--- src/rtl/lane_pkg.sv ---
// Shared lane constants and symbol-kind encoding used by striping, serializer and deserializer.
package lane_pkg;

    localparam int          LANE_WIDTH = 8;
    localparam logic [7:0]  LANE_COMMA = 8'hBC;  // K28.5

    typedef enum logic [1:0] {
        KIND_NONE = 2'b00,
        KIND_DATA = 2'b01,
        KIND_K    = 2'b10
    } kind_e;

endpackage

--- src/rtl/lane_serializer_bit_counter.sv ---
// 3-bit wrapping bit index; reset parks it on 7 so the first cycle after reset is a load slot.
module bit_counter (
    input  logic clk,
    input  logic reset,
    output logic last
);

    logic [2:0] cnt_q;
    logic [2:0] cnt_d;

    always_comb begin
        cnt_d = cnt_q + 3'd1;
    end

    // NOTE: sequential state uses non-blocking assignments so every flop samples pre-edge values.
    always_ff @(posedge clk) begin
        if (reset) cnt_q <= 3'd7;
        else       cnt_q <= cnt_d;
    end

    assign last = (cnt_q == 3'd7);

endmodule

--- src/rtl/lane_serializer.sv ---
// Per-lane MSB-first parallel-to-serial stage with valid/ready intake.
// Optional feature: define LANE_SERIALIZER_IDLE_EN to fill idle slots with COMMA symbols.
module lane_serializer
    import lane_pkg::*;
#(
    parameter int               WIDTH = LANE_WIDTH,
    parameter logic [WIDTH-1:0] COMMA = LANE_COMMA
) (
    input  logic             clk,
    input  logic             reset,
    input  logic [WIDTH-1:0] data_in,
    input  logic             valid_in,
    output logic             ready_out,
    output logic             data_out,
    output logic             valid_out,
    output logic             k_out
);

`ifdef LANE_SERIALIZER_IDLE_EN
    localparam bit IDLE_EN = 1'b1;
`else
    localparam bit IDLE_EN = 1'b0;
`endif

    logic             last;
    logic [WIDTH-1:0] sr_q;
    logic [WIDTH-1:0] sr_d;
    kind_e            kind_q;
    kind_e            kind_d;

    bit_counter u_bit_counter (
        .clk   (clk),
        .reset (reset),
        .last  (last)
    );

    // NOTE: defaults first so every path assigns sr_d/kind_d and no latch is inferred.
    always_comb begin
        sr_d   = {sr_q[WIDTH-2:0], 1'b0};
        kind_d = kind_q;
        if (last) begin
            if (valid_in) begin
                sr_d   = data_in;
                kind_d = KIND_DATA;
            end else begin
                sr_d   = IDLE_EN ? COMMA : '0;
                kind_d = IDLE_EN ? KIND_K : KIND_NONE;
            end
        end
    end

    always_ff @(posedge clk) begin
        if (reset) begin
            sr_q   <= '0;
            kind_q <= KIND_NONE;
        end else begin
            sr_q   <= sr_d;
            kind_q <= kind_d;
        end
    end

    // Gated by reset so the line is quiet from the very first reset cycle, not one edge later.
    assign ready_out = last && !reset;
    assign data_out  = sr_q[WIDTH-1] && !reset;
    assign valid_out = (kind_q == KIND_DATA) && !reset;

`ifdef LANE_SERIALIZER_IDLE_EN
    assign k_out = (kind_q == KIND_K) && !reset;
`else
    assign k_out = 1'b0;
`endif

endmodule

--- config.mk ---
export PLATFORM = sky130hd
export DESIGN_NAME = lane_serializer
export DESIGN_NICKNAME = d
export VERILOG_FILES = /design/src/rtl/lane_pkg.sv /design/src/rtl/lane_serializer_bit_counter.sv /design/src/rtl/lane_serializer.sv
export SDC_FILE = /design/constraint.sdc
export NUM_CORES = 1
export LEC_CHECK = 0
export ABC_AREA = 1
export ABC_CLOCK_PERIOD_IN_PS = 1500
export BUFFER_PORTS_ARGS = -buffer_cell sky130_fd_sc_hd__buf_4
export CORE_AREA = 2 2 39 41
export DETAILED_ROUTE_END_ITERATION = 10
export DIE_AREA = 0 0 41 43
export SYNTH_ARGS = -nofsm -noshare
export SYNTH_HDL_FRONTEND = slang
export SYNTH_SLANG_ARGS = --single-unit
--- constraint.sdc ---
create_clock -name clk -period 1.5 [get_ports clk]
set_input_delay 0.45 -clock clk [delete_from_list [all_inputs] [get_ports clk]]
set_output_delay 0.45 -clock clk [all_outputs]
set_load 0.03 [all_outputs]
==> key figures <==
Power
  • Seq pwr share: 0.521
  • Peak VDD IR: 0.000541 V
  • Clock power frac: 0.273
  • Power Dens Cells: 1090 nW/um^2
  • Int Power: 503 uW
  • Switching portion of total power: 0.270
  • Leak: 0.300 nW
  • Comb pwr share: 0.206
  • NetSw: 186 uW

Routing
  • # DRC: 0
  • Vias: 384
  • Initial drt markers: 1
  • Vias per inst: 4.52
  • DRT Pass-1 Iters: 3
  • WL/cell: 9.82 um
  • Final ANT Viol Nets: 0
  • Detailed Route WL: 835 um

Critical path
  • Reg2reg setup slack: 0.30 ns
  • Element type at the critical path start: flop
  • Worst R2R End: sr_q[2]
  • CP arrival: 1.12 ns
  • Crit Path Category: flop to output port
  • WP data required: 1.05 ns
  • Max FO, Critical Path: 2
  • CP Capture Type: output port
  • Worst-case reg-to-reg path depth: 6
  • RR Startpoint: u_bit_counter.cnt_q[0]

Die
  • Num rows: 14
  • Initial core utilization: 0.342
  • Die H: 43 um
  • Std-Cell Core Area: 1380 um^2
  • Die footprint: 1760 um^2
  • # IOs: 15
  • Die width: 41 um

Placement
  • Port Buf Inserts: 13
  • GP Congestion: 0.653
  • DP HPWL: 615 um
  • DP Cell Count: 82

Finish
  • Ratio of cells with drive above 1 in the final layout: 0.391
  • NumNets Final: 84
  • Commonest non-fill, non-tap cell in the layout: nand2_1
  • Commonest non-fill, non-tap cells in the layout: nand2_1 (17), buf_4 (13), dfxtp_1 (10), nand4_1 (7)
  • Area delta synth->final: 33.3%
  • Ant. Diodes: 0
  • Layout Cells excl Fill: 85
  • Filler Cell Count: 139

CTS
  • Hold-fix buffer count after cts: 0
  • Skew-Pair Late Insertion Delay: 0.26 ns
  • Num CTS Buffers: 3
  • CTS clk-pin slew, worst paths: 0.07 ns
  • TritonCTS clock tree: yes
  • Clk Tree Root Cell: clkbuf_4
  • H-tree depth: 1
  • CTS sink count: 12
  • CTS Buffer Depth: 2

Timing
  • Final setup violation count: 1
  • RSZ-0062 raised after global routing: true
  • Setup Skew: 0.00327 ns
  • Hold violation total from the final report: 0
  • Final WS setup: -0.0678 ns
  • Fmax: 0.638 GHz
  • Pins over their slew limit: 0
  • Final worst-path cycle share: 1.05
  • Final min period: 1.57 ns
  • Hold Worst Slack: 0.405 ns

Min path
  • Hold Startpoint: data_in[0]
  • WHS Endpoint: sr_q[0]
  • Hold crit path type: primary input to flop
  • Worst Hold Depth: 3

Run
  • Count of maximum capacitance violations: 0

Synthesis
  • Yosys reg bits: 12
  • Register area share after synthesis: 0.508
  • Synth area leader: dfxtp_1
  • Synthesized Nets: 68
  • Synth warn: 0
  • Syn Inst Count: 55
  • Post-synth top area share: 0.508
  • Syn Area/Cell: 8.60 um^2
  • Post-Syn Area: 473 um^2
  • Synth cell types: 15
  • Top post-synthesis cells by area: dfxtp_1 (51%), nand2_1 (13%), nand4_1 (9.3%), ha_1 (5.3%), inv_1 (3.2%)

Global route
  • Largest net degree at the start of global routing: 10
  • First-pass GRT wire length: 1390 um
  • Initial antenna violation count: 0
  • Vias in the first global route: 338
  • GRT overflow: 0
  • Global Route Usage Sum: 0.119

Status
  • Failing checks: setup timing
  • Run status: finished, violations left
==> worst max-delay path, cell delays in order (launching register included) <==
cell and delay [ns]:
dfxtp_2 0.34, ha_4 0.16, ha_4 0.15, inv_2 0.05, nor2_2 0.03, buf_6 0.13
==> registers in the layout, indices dropped and copies added (netlist names) <==
register,flops
sr_q,8
u_bit_counter.cnt_q,3
kind_q,1
==> cells by family after synthesis <==
family                   synth area share
other                             0.00793
flip-flops                          0.508
AND/OR/NAND/NOR                     0.336
buffers and inverters              0.0952
adder cells (fa/ha/maj)            0.0529
==> power groups by stage <==
stage | clock, mW | sequential (mW) | combinational [mW]
floorplan | 0 | 0.357 | 0.0895
global placement | 0 | 0.359 | 0.127
detailed placement | 0 | 0.360 | 0.128
CTS | 0.198 | 0.358 | 0.143
global route | 0.210 | 0.361 | 0.157
finish | 0.188 | 0.359 | 0.142
==> per-stage QoR <==
stage               power, mW  setup slack [ns]  cell area (um^2)   util  TNS (ns)
floorplan               0.447           0.00122               475      -         0
global placement        0.486             0.120               577  0.417         0
detailed placement      0.488             0.101               577  0.417         0
CTS                     0.699           -0.0917               629  0.455   -0.0917
global route            0.728            -0.114               631  0.456    -0.114
finish                  0.689           -0.0678               631  0.456   -0.0678
==> cells in the mapped netlist <==
master   number
nand2_1      17
dfxtp_1      12
nand4_1       7
inv_1         4
nor2_1        3
ha_1          2
or2_1         2
buf_2         1
buf_4         1
buf_6         1
conb_1        1
inv_4         1
nand3_2       1
nor2_2        1
nor2_4        1
==> layer usage <==
layer | wire length, um | vias to the layer above | global-route usage | share of wire
met5 | 0 | - | 0 | 0
met4 | 12 | 0 | 0.0800 | 0.014
met3 | 51 | 2 | 0.0471 | 0.061
met2 | 374 | 9 | 0.147 | 0.45
met1 | 396 | 170 | 0.164 | 0.47
li1 | - | 203 | - | -
==> worst max path at each step <==
stage | cells after the start | startpoint | end
finish | 5 | u_bit_counter.cnt_q[0] | ready_out
global route | 5 | u_bit_counter.cnt_q[0] | ready_out
CTS | 5 | u_bit_counter.cnt_q[0] | ready_out
detailed placement | 5 | u_bit_counter.cnt_q[0] | ready_out
global placement | 5 | u_bit_counter.cnt_q[0] | ready_out
floorplan | 5 | u_bit_counter.cnt_q[0] | ready_out
==> cell type report <==
class | count | area (um^2) | area share
clock buffers | 3 | 22.5 | 0.0357
inverters | 5 | 21.3 | 0.0337
multi-input cells | 35 | 215 | 0.341
flip-flops and latches | 12 | 243 | 0.385
well taps | 16 | 20.0 | 0.0317
repair buffers | 14 | 109 | 0.173
==> repair_timing <==
action / CTS / global route
pin swaps: 0 / 1
hold endpoints to repair: 0 / 0
setup buffers: 0 / 0
resized for setup: 7 / 1
cloned: 0 / 0
endpoints found under the setup margin: 1 / 1
Power figures use the tool's default switching activity.
